`src/rtl/seg7_pkg.sv`:
```
// Shared types and glyph constants for the seven-segment scan driver.
// Glyphs are active-high: bit SEG_A (0) is segment a, bit SEG_G (6) is segment g.
package seg7_pkg;

  typedef logic [6:0] seg_t;

  localparam int unsigned SEG_A = 0;
  localparam int unsigned SEG_B = 1;
  localparam int unsigned SEG_C = 2;
  localparam int unsigned SEG_D = 3;
  localparam int unsigned SEG_E = 4;
  localparam int unsigned SEG_F_IDX = 5;
  localparam int unsigned SEG_G = 6;

  localparam seg_t SEG_0   = 7'h3F;
  localparam seg_t SEG_1   = 7'h06;
  localparam seg_t SEG_2   = 7'h5B;
  localparam seg_t SEG_3   = 7'h4F;
  localparam seg_t SEG_4   = 7'h66;
  localparam seg_t SEG_5   = 7'h6D;
  localparam seg_t SEG_6   = 7'h7D;
  localparam seg_t SEG_7   = 7'h07;
  localparam seg_t SEG_8   = 7'h7F;
  localparam seg_t SEG_9   = 7'h6F;
  localparam seg_t SEG_HA  = 7'h77;
  localparam seg_t SEG_HB  = 7'h7C;
  localparam seg_t SEG_HC  = 7'h39;
  localparam seg_t SEG_HD  = 7'h5E;
  localparam seg_t SEG_HE  = 7'h79;
  localparam seg_t SEG_HF  = 7'h71;
  localparam seg_t SEG_OFF = 7'h00;

endpackage

```
`src/rtl/seg7_hex_decoder.sv`:
```
// Combinational hex nibble to active-high seven-segment glyph.
module seg7_hex_decoder
  import seg7_pkg::*;
(
  input  logic [3:0] nibble,
  output seg_t       segs
);

  // Glyph lookup
  always_comb begin
    segs = SEG_OFF;
    case (nibble)
      4'h0: segs = SEG_0;
      4'h1: segs = SEG_1;
      4'h2: segs = SEG_2;
      4'h3: segs = SEG_3;
      4'h4: segs = SEG_4;
      4'h5: segs = SEG_5;
      4'h6: segs = SEG_6;
      4'h7: segs = SEG_7;
      4'h8: segs = SEG_8;
      4'h9: segs = SEG_9;
      4'hA: segs = SEG_HA;
      4'hB: segs = SEG_HB;
      4'hC: segs = SEG_HC;
      4'hD: segs = SEG_HD;
      4'hE: segs = SEG_HE;
      4'hF: segs = SEG_HF;
      default: segs = SEG_OFF;
    endcase
  end

endmodule

```
`src/rtl/seg7_scan_driver.sv`:
```
// Time-multiplexed N-digit seven-segment driver with frame-synchronous loading,
// per-slot dead time, decimal points and global blanking.
// Optional: define SEG7_LEADING_ZERO_BLANK_EN to suppress leading zero digits.
module seg7_scan_driver
  import seg7_pkg::*;
#(
  parameter int unsigned NUM_DIGITS     = 4,
  parameter int unsigned REFRESH_DIV    = 50000,
  parameter int unsigned BLANK_CYCLES   = 500,
  parameter bit          SEG_ACTIVE_LOW = 1'b1,
  parameter bit          AN_ACTIVE_LOW  = 1'b1
) (
  input  logic                    clk,
  input  logic                    rst,
  input  logic [4*NUM_DIGITS-1:0] value_i,
  input  logic [NUM_DIGITS-1:0]   dp_i,
  input  logic                    load_i,
  input  logic                    blank_i,
  output logic [6:0]              segments,
  output logic                    dp,
  output logic [NUM_DIGITS-1:0]   anodes,
  output logic                    frame_done_o
);

  localparam int unsigned IDX_W = (NUM_DIGITS > 1) ? $clog2(NUM_DIGITS) : 1;
  localparam int unsigned DIV_W = (REFRESH_DIV > 1) ? $clog2(REFRESH_DIV) : 1;
  localparam logic [DIV_W-1:0] DIV_LAST  = DIV_W'(REFRESH_DIV - 1);
  localparam logic [DIV_W-1:0] BLANK_END = DIV_W'(BLANK_CYCLES);
  localparam logic [IDX_W-1:0] IDX_LAST  = IDX_W'(NUM_DIGITS - 1);
  localparam seg_t                  SEG_OFF_LVL = {7{SEG_ACTIVE_LOW}};
  localparam logic                  DP_OFF_LVL  = SEG_ACTIVE_LOW;
  localparam logic [NUM_DIGITS-1:0] AN_OFF_LVL  = {NUM_DIGITS{AN_ACTIVE_LOW}};

  logic [DIV_W-1:0]        div_q, div_d;
  logic [IDX_W-1:0]        idx_q, idx_d;
  logic [4*NUM_DIGITS-1:0] pend_val_q, act_val_q;
  logic [NUM_DIGITS-1:0]   pend_dp_q, act_dp_q;
  logic                    pend_valid_q;
  logic                    frame_done_q;

  logic [3:0]            nibble;
  seg_t                  glyph;
  logic                  suppress;
  logic [NUM_DIGITS-1:0] an_sel;

  // Divider and digit index next state
  always_comb begin
    div_d = div_q + DIV_W'(1);
    idx_d = idx_q;
    if (div_q == DIV_LAST) begin
      div_d = '0;
      idx_d = (idx_q == IDX_LAST) ? '0 : idx_q + IDX_W'(1);
    end
  end

  // Scan counters; frame_done is registered from next state so it lines up with the last cycle
  always_ff @(posedge clk or posedge rst) begin
    if (rst) begin
      div_q        <= '0;
      idx_q        <= '0;
      frame_done_q <= 1'b0;
    end else begin
      div_q        <= div_d;
      idx_q        <= idx_d;
      frame_done_q <= (div_d == DIV_LAST) && (idx_d == IDX_LAST);
    end
  end

  // Pending/active double buffer; active only changes at a frame boundary
  always_ff @(posedge clk or posedge rst) begin
    if (rst) begin
      pend_val_q   <= '0;
      pend_dp_q    <= '0;
      act_val_q    <= '0;
      act_dp_q     <= '0;
      pend_valid_q <= 1'b0;
    end else if (frame_done_q) begin
      if (load_i) begin
        act_val_q <= value_i;
        act_dp_q  <= dp_i;
      end else if (pend_valid_q) begin
        act_val_q <= pend_val_q;
        act_dp_q  <= pend_dp_q;
      end
      pend_valid_q <= 1'b0;
    end else if (load_i) begin
      pend_val_q   <= value_i;
      pend_dp_q    <= dp_i;
      pend_valid_q <= 1'b1;
    end
  end

  assign nibble = act_val_q[{idx_q, 2'b00} +: 4];

  seg7_hex_decoder u_hex_decoder (
    .nibble (nibble),
    .segs   (glyph)
  );

`ifdef SEG7_LEADING_ZERO_BLANK_EN
  logic [NUM_DIGITS-1:0] lz_mask;

  // Walk down from the top digit; a digit is hidden while everything above it is zero
  always_comb begin
    logic zero_run;
    zero_run = 1'b1;
    lz_mask  = '0;
    for (int k = NUM_DIGITS - 1; k >= 0; k--) begin
      zero_run   = zero_run && (act_val_q[4*k +: 4] == 4'h0);
      lz_mask[k] = zero_run && (k != 0) && !act_dp_q[k];
    end
  end

  assign suppress = lz_mask[idx_q];
`else
  assign suppress = 1'b0;
`endif

  // One-hot select of the current digit
  always_comb begin
    an_sel        = '0;
    an_sel[idx_q] = 1'b1;
  end

  // Registered pin drive with polarity applied here only
  always_ff @(posedge clk or posedge rst) begin
    if (rst) begin
      segments <= SEG_OFF_LVL;
      dp       <= DP_OFF_LVL;
      anodes   <= AN_OFF_LVL;
    end else if (blank_i) begin
      segments <= SEG_OFF_LVL;
      dp       <= DP_OFF_LVL;
      anodes   <= AN_OFF_LVL;
    end else begin
      segments <= SEG_ACTIVE_LOW ? ~glyph : glyph;
      dp       <= SEG_ACTIVE_LOW ? ~act_dp_q[idx_q] : act_dp_q[idx_q];
      if ((div_q < BLANK_END) || suppress) begin
        anodes <= AN_OFF_LVL;
      end else begin
        anodes <= AN_ACTIVE_LOW ? ~an_sel : an_sel;
      end
    end
  end

  assign frame_done_o = frame_done_q;

endmodule
```
`config.mk`:
```
export PLATFORM = sky130hd
export DESIGN_NAME = seg7_scan_driver
export DESIGN_NICKNAME = d
export VERILOG_FILES = /design/src/rtl/seg7_pkg.sv /design/src/rtl/seg7_hex_decoder.sv /design/src/rtl/seg7_scan_driver.sv
export SDC_FILE = /design/constraint.sdc
export NUM_CORES = 1
export LEC_CHECK = 0
export ABC_AREA = 1
export CORE_UTILIZATION = 55
export CTS_CLUSTER_DIAMETER = 30
export DETAILED_ROUTE_END_ITERATION = 16
export PLACE_DENSITY = 0.87
export SYNTH_ARGS = -nofsm -noshare
export SYNTH_HDL_FRONTEND = slang
export SYNTH_SLANG_ARGS = --single-unit
```
`constraint.sdc`:
```
create_clock -name clk -period 3.07 [get_ports clk]
set_clock_uncertainty 0.15 [all_clocks]
set_input_delay 0.614 -clock clk [delete_from_list [all_inputs] [get_ports clk]]
set_output_delay 0.614 -clock clk [all_outputs]
set_load 0.02 [all_outputs]
```
==> results of run 1 <==
[logic make-up after synthesis]
group / count (synthesis)
AO/OA/AOI/OAI: 59
XOR/XNOR: 1
adder cells (fa/ha/maj): 11
buffers and inverters: 67
flip-flops: 72
multiplexers: 16
AND/OR/NAND/NOR: 217
[layout make-up]
| type | instances | area share [%] |
|---|---|---|
| Tap cell | 77 | 2.227 |
| Clock inverter | 7 | 1.880 |
| Sequential cell | 72 | 42.00 |
| Multi-Input combinational cell | 304 | 36.56 |
| Clock buffer | 9 | 2.864 |
| Inverter | 56 | 4.860 |
| Timing Repair Buffer | 40 | 9.604 |
[cells in the mapped netlist (all sizes together), types with 2 or more instances]
master	n
a21oi	9
a31oi	17
buf	7
clkbuf	4
dfrtp	60
dfstp	12
ha	11
inv	56
mux2	16
nand2	116
nand3	29
nand4	3
nor2	64
o211ai	7
o21ai	24
o21bai	2
[report_power, final]
part           internal (mW)  total [mW]  switching (mW)
Sequential              1.00        1.03          0.0241
Combinational         0.0905       0.193           0.103
Clock                  0.383       0.757           0.374
Total                   1.48        1.98           0.501
[worst max-delay path, cell delays in order]
cell	delay [ps]
clkdlybuf4s50_1	640
inv_2	210
a21oi_2	470
buf_12	230
nor2_1	60
a31oi_1	150
[per-stage QoR]
step                worst slack (ps)  total power [mW]
floorplan                      500.9             1.154
global placement               549.7             1.229
detailed placement             440.7             1.238
CTS                            820.4             1.996
global route                   586.6             2.055
finish                         811.2             1.976
[per-layer routing]
layer	GRT usage, %	vias to the layer above	wire length [um]
li1	-	1508	-
met5	0	-	0
met3	6.330	17	411
met2	38.58	89	3633
met4	10.48	0	172
met1	29.70	1400	3250
[registers in the layout, summed over array words and instances (netlist names)]
name,cells
act_val_q,16
div_q,16
pend_val_q,16
segments,7
act_dp_q,4
anodes,4
pend_dp_q,4
idx_q,2
dp,1
frame_done_o,1
pend_valid_q,1
[final timing paths]
check / start / endpoint / cells past startpoint
setup reg to reg: idx_q[0] / segments[0] / 10
max in group asynchronous: rst / segments[6] / 3
hold / removal: div_q[0] / div_q[0] / 1
setup / recovery: load_i / act_val_q[13] / 6
min in group asynchronous: rst / div_q[7] / 2
hold reg to reg: div_q[0] / div_q[0] / 1
==> flow_summary_export.csv, run 1 <==
group,metric,value,unit
synthesis,synth_cells,443,
clock_tree,postCtsSetupBuffers,0,
routing,wirelength,7.467,mm
finish,regArea,0.001817,mm2
clock_tree,root_buffer,"clkbuf_8",
finish,diodes,0,
finish,layout_commonest_cell,"nand2_1",
setup_path,regToRegSetupSlack,860,ps
sta,rsz0062_at_grt,"no",
finish,final_cells,565,
sta,fin_tns_setup,0,ps
sta,hold_viol_final,0,
routing,drt-initial-drc-count,166,
grt,grt_max_degree,46,
routing,firstDrtPassIters,4,
sta,whs,332.1,ps
sta,worstMarginPinSlew,705.0,ps
synthesis,ys_warn_count,0,
synthesis,yosys.area_share.simple,24.71,%
sta,slew_viol_final,0,
routing,antenna_left,0,
grt,grt_usage,23.68,%
worst_hold_path,hold_class,"reg2reg",
floorplanning,die_area,0.006986,mm2
clock_tree,clk_pin_slew,80,ps
placement,dpl_cell_area,0.004120,mm2
synthesis,yosysSeqAreaShare,49.62,%
clock_tree,htreeDepth,3,
finish,fillers,490,
grt,antenna_found_initial,0,
outcome,outcome,"complete, no violations",
setup_path,path_class,"in2reg",
floorplanning,row_count,29,
floorplanning,die_x,83.59,um
clock_tree,cts_tree,"done",
grt,grt_pass1_vias,2969,
synthesis,synthAdderAreaFrac,3.759,%
finish,final_cell_mix,"114 x nand2_1, 60 x dfrtp_1, 58 x nor2_1",
synthesis,synth_top_area_share,41.01,%
synthesis,ys_seq_elements,72,
synthesis,syn_area,0.003661,mm2
floorplanning,ios,37,
synthesis,synth.net_count,478,
placement,io_buffer_count,36,
clock_tree,cts_buffers,9,
finish,stdcell_area,0.004325,mm2
synthesis,synth_top_family_by_area,"simple AND/OR/NAND/NOR gates",
floorplanning,die_h,83.59,um
synthesis,synth_area_leaders,"dfrtp_1 41%, nand2_1 12%, dfstp_2 8.6%",
setup_path,critPathMaxFanout,30,
power_and_ir_drop,peakVddDrop,0.4028,mV
setup_path,critPathCaptureType,"flop",
synthesis,synth-compound-area-share,9.467,%
clock_tree,clk_latency,350,ps
setup_path,required,3190,ps
synthesis,yosys-mux-area-fraction,4.921,%
finish,postLayoutCoreUtil,67.73,%
clock_tree,cts-hold-fix-buffers,0,
finish,nets,518,
clock_tree,cts.sinks,72,
finish,drive_gt1_share,13.32,%
synthesis,avgSynthCellArea,8.264,um2
setup_path,start_kind,"input pin",
grt,grt_pass1_wl,13.14,mm
sta,maxSlewHeadroom,52.89,%
routing,route.vias.total,3014,
synthesis,synth_xor_area_share,0.2392,%
sta,timing.final.crit_share,73.58,%
synthesis,yosysTopAreaCell,"dfrtp_1",
sta,setup_violations,0,
placement,place_inst,549,
routing,avgRoutedWirePerCell,13.22,um
floorplanning,core_area,0.006386,mm2
finish,multiInputGateArea,0.001582,mm2
power_and_ir_drop,leakage,2.061,nW
sta,timing.fmax,0.4427,GHz
power_and_ir_drop,powerDensity,456.9,mW/mm2
placement,hpwl,5.468,mm
clock_tree,ctsResizeCount,0,
synthesis,ys.flop_type,"dfrtp_1",
sta,min_period,2259,ps
routing,viasPerCell,5.335,
synthesis,synth_edf_count,0,
synthesis,synth_async_sr_flop_share,100.0,%
synthesis,synth.distinct_cells,30,
clock_tree,cts_buffer_depth,2,
grt,grt_overflow,0,
floorplanning,start_util,57.33,%
routing,drcViolationCount,0,
placement,place_congestion,0.9238,
setup_path,worstPathArrival,2380,ps
flow_run,cap_violations,0,
finish,syn_to_final_growth,18.15,%
(Power assumes the default switching activity.)
==> run 2, diff against run 1 <==
- CORE_UTILIZATION: 55 -> 51
- PLACE_DENSITY: 0.87 -> 0.86
- clock period: 3.07 -> 1.85 ns (I/O delays scaled with it)
==> flow_summary_export.csv, run 2 (same netlist as run 1, synthesis figures left out) <==
group,metric,value,unit
floorplanning,start_util,53.30,%
setup_path,path_class,"reg2reg",
floorplanning,die_x,86.73,um
sta,hold_viol_final,0,
placement,hpwl,5.510,mm
routing,viasPerCell,5.090,
placement,place_congestion,0.8476,
finish,fillers,545,
power_and_ir_drop,seq_power_share,50.6,%
routing,avgRoutedWirePerCell,12.77,um
placement,dpl_cell_area,0.004265,mm2
placement,place_inst,582,
clock_tree,htreeDepth,3,
power_and_ir_drop,peakVddDrop,0.4982,mV
grt,grt_usage,22.41,%
clock_tree,root_buffer,"clkbuf_8",
setup_path,worst_r2r_path_depth,9,
routing,drt-initial-drc-count,169,
power_and_ir_drop,powerDensity,735.2,mW/mm2
finish,final_cell_mix,"109 x nand2_1, 55 x dfrtp_1, 50 x nor2_1",
grt,use_met1,29.58,%
sta,whs,318.0,ps
flow_run,cap_violations,0,
finish,layout_commonest_cell,"nand2_1",
sta,min_period,1785,ps
grt,gr-usage-met2,36.44,%
floorplanning,row_count,30,
sta,setup_violations,0,
setup_path,critPathCaptureType,"flop",
finish,drive_gt1_share,21.23,%
setup_path,required,1960,ps
floorplanning,die_area,0.007521,mm2
finish,diodes,0,
power_and_ir_drop,p_switching,796.5,uW
placement,pre_cts_slack,-102.8,ps
routing,route.vias.total,3054,
routing,drcViolationCount,0,
routing,firstDrtPassIters,4,
power_and_ir_drop,clockPowerShare,39.6,%
floorplanning,die_h,86.73,um
clock_tree,cts_buffers,9,
setup_path,critical_path.max_stage_delay,410,ps
worst_hold_path,hold_class,"in2async",
setup_path,critical_path.cell_chain,"ha_4 -> nand2_4 -> nor2_4 -> nand4_1 -> nand2_1 -> nand2_1 -> nor2_2 -> nand3_1 -> nor2_1",
grt,top_usage_layer,"met2",
setup_path,start_kind,"flop",
floorplanning,ios,37,
power_and_ir_drop,total_power,3.360,mW
grt,use_met3,6.476,%
routing,wirelength,7.660,mm
power_and_ir_drop,leakage,2.159,nW
clock_tree,cts.sinks,72,
finish,nets,535,
grt,antenna_found_initial,0,
outcome,outcome,"complete, no violations",
finish,final_cells,600,
grt,grt_pass1_vias,2880,
clock_tree,cts_tree,"done",
setup_path,critPathMaxFanout,5,
floorplanning,core_area,0.006869,mm2
sta,timing.fmax,0.5601,GHz
sta,fin_tns_setup,0,ps
grt,grt_max_degree,73,
finish,top_regs,"act_val_q: 16 flops, div_q: 16 flops, pend_val_q: 16 flops",
routing,antenna_left,0,
setup_path,cpMostUsedCell,"nand2_1",
clock_tree,clk_pin_slew,80,ps
power_and_ir_drop,p_int,2.564,mW
clock_tree,cts_buffer_depth,2,
setup_path,worstPathArrival,1900,ps
setup_path,cp_slowest_cell,"dfrtp_1",
sta,setup_ws,64.59,ps
finish,postLayoutCoreUtil,66.54,%
sta,maxSlewHeadroom,67.03,%
power_and_ir_drop,comb_power_share,9.8,%
sta,worstMarginPinSlew,490.1,ps
grt,grt_pass1_wl,12.99,mm
grt,grt_overflow,0,
clock_tree,clk_latency,350,ps
power_and_ir_drop,p_sw_share,23.70,%
finish,syn_to_final_growth,24.85,%
sta,slew_viol_final,0,
finish,stdcell_area,0.004571,mm2
placement,io_buffer_count,36,
sta,timing.final.crit_share,96.51,%
-- run 2: critical path: cells and delay by family, from the launching register on --
kind | cells | cell delay, ps
flip-flops | 1 | 410
adder cells (fa/ha/maj) | 1 | 180
AND/OR/NAND/NOR | 8 | 970
-- run 2: path summary, 6_finish.rpt --
| kind | start | to | slack [ps] |
|---|---|---|---|
| worst max-delay path | div_q[1] | frame_done_o | 60 |
| worst min-delay path | rst | div_q[7] | 320 |
| worst max register to register | div_q[1] | frame_done_o | 60 |
| worst min register to register | frame_done_o | pend_valid_q | 330 |
| max in group asynchronous | rst | anodes[3] | 890 |
| min in group clk | frame_done_o | pend_valid_q | 330 |
-- run 2: area by class of cell --
cell class | instances | area (um2) | area share [%]
tap | 96 | 120.1 | 2.628
inverter | 56 | 216.5 | 4.736
timing repair buffer | 57 | 546.8 | 11.96
multi-input combinational | 304 | 1655 | 36.22
clock inverter | 6 | 85.08 | 1.861
clock buffer | 9 | 123.9 | 2.710
sequential | 72 | 1823 | 39.89
-- run 2: metal layers --
layer / wire length (um) / share of wire, %
met1: 3572 / 47
met2: 3716 / 49
met3: 319 / 4.2
met4: 52 / 0.68
met5: 0 / 0
-- run 2: repair_timing --
item                                    in CTS  in global routing
pin swaps                                    1                  9
gates cloned                                 0                  0
hold buffers                                 0                  0
buffers inserted                             1                  2
hold endpoints to repair                     0                  0
gates resized for setup                     15                 35
endpoints found under the setup margin      19                  8
-- run 2: power groups by stage --
| stage | Combinational (mW) | Sequential [mW] | Clock (mW) |
|---|---|---|---|
| 6_report | 0.328 | 1.70 | 1.33 |
| 5_1_grt | 0.369 | 1.71 | 1.42 |
| 4_1_cts | 0.328 | 1.70 | 1.35 |
| 3_5_place_dp | 0.338 | 1.73 | 0 |
| 3_3_place_gp | 0.325 | 1.73 | 0 |
| 2_1_floorplan | 0.176 | 1.74 | 0 |
==> run 3, diff against run 2 <==
- CORE_MARGIN: default -> 2
==> flow_summary_export.csv, run 3 (same netlist as run 1, synthesis figures left out) <==
group,metric,value,unit
sta,timing.final.crit_share,95.43,%
sta,setup_ws,84.55,ps
clock_tree,cts_buffers,9,
finish,syn_to_final_growth,23.96,%
power_and_ir_drop,powerDensity,761.8,mW/mm2
routing,antenna_left,0,
clock_tree,cts.sinks,72,
power_and_ir_drop,p_int,2.626,mW
clock_tree,htreeDepth,3,
setup_path,path_buf_inv,3,
clock_tree,clk_latency,350,ps
setup_path,critPathCaptureType,"flop",
finish,layout_commonest_cell,"nand2_1",
placement,dpl_cell_area,0.004303,mm2
routing,drt-initial-drc-count,200,
clock_tree,cts-hold-fix-buffers,0,
finish,nets,538,
power_and_ir_drop,clockPowerShare,41.0,%
clock_tree,root_buffer,"clkbuf_8",
power_and_ir_drop,peakVddDrop,0.6323,mV
finish,fillers,550,
placement,place_congestion,0.9198,
routing,wirelength,8.148,mm
routing,viasPerCell,5.202,
finish,drive_gt1_share,18.31,%
grt,grt_pass1_wl,13.83,mm
finish,top_regs,"act_val_q: 16 flops, div_q: 16 flops, pend_val_q: 16 flops",
floorplanning,row_count,30,
clock_tree,cts_tree,"done",
power_and_ir_drop,p_sw_share,24.05,%
power_and_ir_drop,total_power,3.457,mW
clock_tree,cts_buffer_depth,2,
grt,grt_overflow,0,
setup_path,worstPathArrival,1890,ps
setup_path,critPathMaxFanout,6,
floorplanning,die_area,0.007872,mm2
setup_path,cp_slowest_cell,"dfrtp_1",
flow_run,cap_violations,0,
sta,setup_violations,0,
power_and_ir_drop,leakage,2.172,nW
placement,hpwl,6.055,mm
floorplanning,core_area,0.006869,mm2
power_and_ir_drop,comb_power_share,9.8,%
sta,slew_viol_final,0,
sta,worstMarginPinSlew,372.5,ps
setup_path,crit_family,"flip-flops",
setup_path,path_class,"reg2reg",
setup_path,cpMostUsedCell,"nand3_1",
floorplanning,die_x,88.73,um
setup_path,required,1970,ps
routing,firstDrtPassIters,7,
grt,antenna_found_initial,0,
grt,grt_pass1_vias,3008,
finish,final_cell_mix,"112 x nand2_1, 59 x dfrtp_1, 56 x nor2_1",
grt,grt_usage,23.18,%
sta,whs,197.9,ps
finish,stdcell_area,0.004538,mm2
sta,min_period,1765,ps
routing,avgRoutedWirePerCell,13.49,um
setup_path,start_kind,"flop",
placement,io_buffer_count,36,
finish,diodes,0,
power_and_ir_drop,p_switching,831.3,uW
routing,drcViolationCount,0,
floorplanning,ios,37,
grt,grt_max_degree,25,
outcome,outcome,"complete, no violations",
setup_path,critical_path.cell_chain,"buf_4 -> nand2_1 -> nand3_1 -> nand2_2 -> inv_1 -> ha_1 -> inv_2 -> nor2_1 -> a21oi_2 -> nand3_1",
floorplanning,start_util,53.30,%
setup_path,critical_path.max_stage_delay,430,ps
power_and_ir_drop,seq_power_share,49.2,%
sta,maxSlewHeadroom,75.11,%
placement,pre_cts_slack,22.44,ps
worst_hold_path,hold_class,"in2async",
routing,route.vias.total,3142,
floorplanning,die_h,88.73,um
sta,hold_viol_final,0,
sta,timing.fmax,0.5664,GHz
clock_tree,clk_pin_slew,80,ps
## run 3: what timing repair did
action	CTS	global route
setup endpoints to repair	13	5
hold endpoints to repair	0	0
resized for setup	13	10
buffers inserted	0	1
pin swaps	0	3
## run 3: per-layer routing
layer / global-route usage [%] / part of all wire, % / wire, um
met1: 30.82 / 45 / 3634
met2: 37.38 / 48 / 3926
met4: 8.402 / 1.9 / 157
met3: 5.224 / 5.3 / 430
met5: 0 / 0 / 0
## run 3: final cells by class
cell class / count / area [um2] / area share, %
Sequential cell: 72 / 1818 / 40.06
Clock inverter: 6 / 91.34 / 2.013
Multi-Input combinational cell: 304 / 1595 / 35.15
Inverter: 56 / 214.0 / 4.715
Timing Repair Buffer: 60 / 561.8 / 12.38
Clock buffer: 10 / 137.6 / 3.033
Tap cell: 96 / 120.1 / 2.647
## run 3: per-stage QoR
step / setup TNS (ps) / cells / util, %
detailed placement: 0 / 587 / 62.64
CTS: 0 / 603 / 65.74
global placement: 0 / 587 / 62.64
global route: -75.02 / 604 / 66.07
finish: 0 / 604 / 66.07
floorplan: 0 / 443 / -
## run 3: worst paths after layout
kind / from / end / cells after the start / slack, ps
max: idx_q[0] / segments[0] / 10 / 80
min: rst / div_q[6] / 2 / 200
max reg2reg: idx_q[0] / segments[0] / 10 / 80
min reg2reg: div_q[0] / div_q[0] / 1 / 340
max in group asynchronous: rst / pend_val_q[15] / 3 / 820
min in group clk: div_q[0] / div_q[0] / 1 / 340
## run 3: power groups by stage
stage	Sequential, mW	Combinational, mW	Clock (mW)
floorplan	1.74	0.176	0
global placement	1.73	0.335	0
detailed placement	1.73	0.347	0
CTS	1.70	0.339	1.44
global route	1.71	0.380	1.53
finish	1.70	0.339	1.42
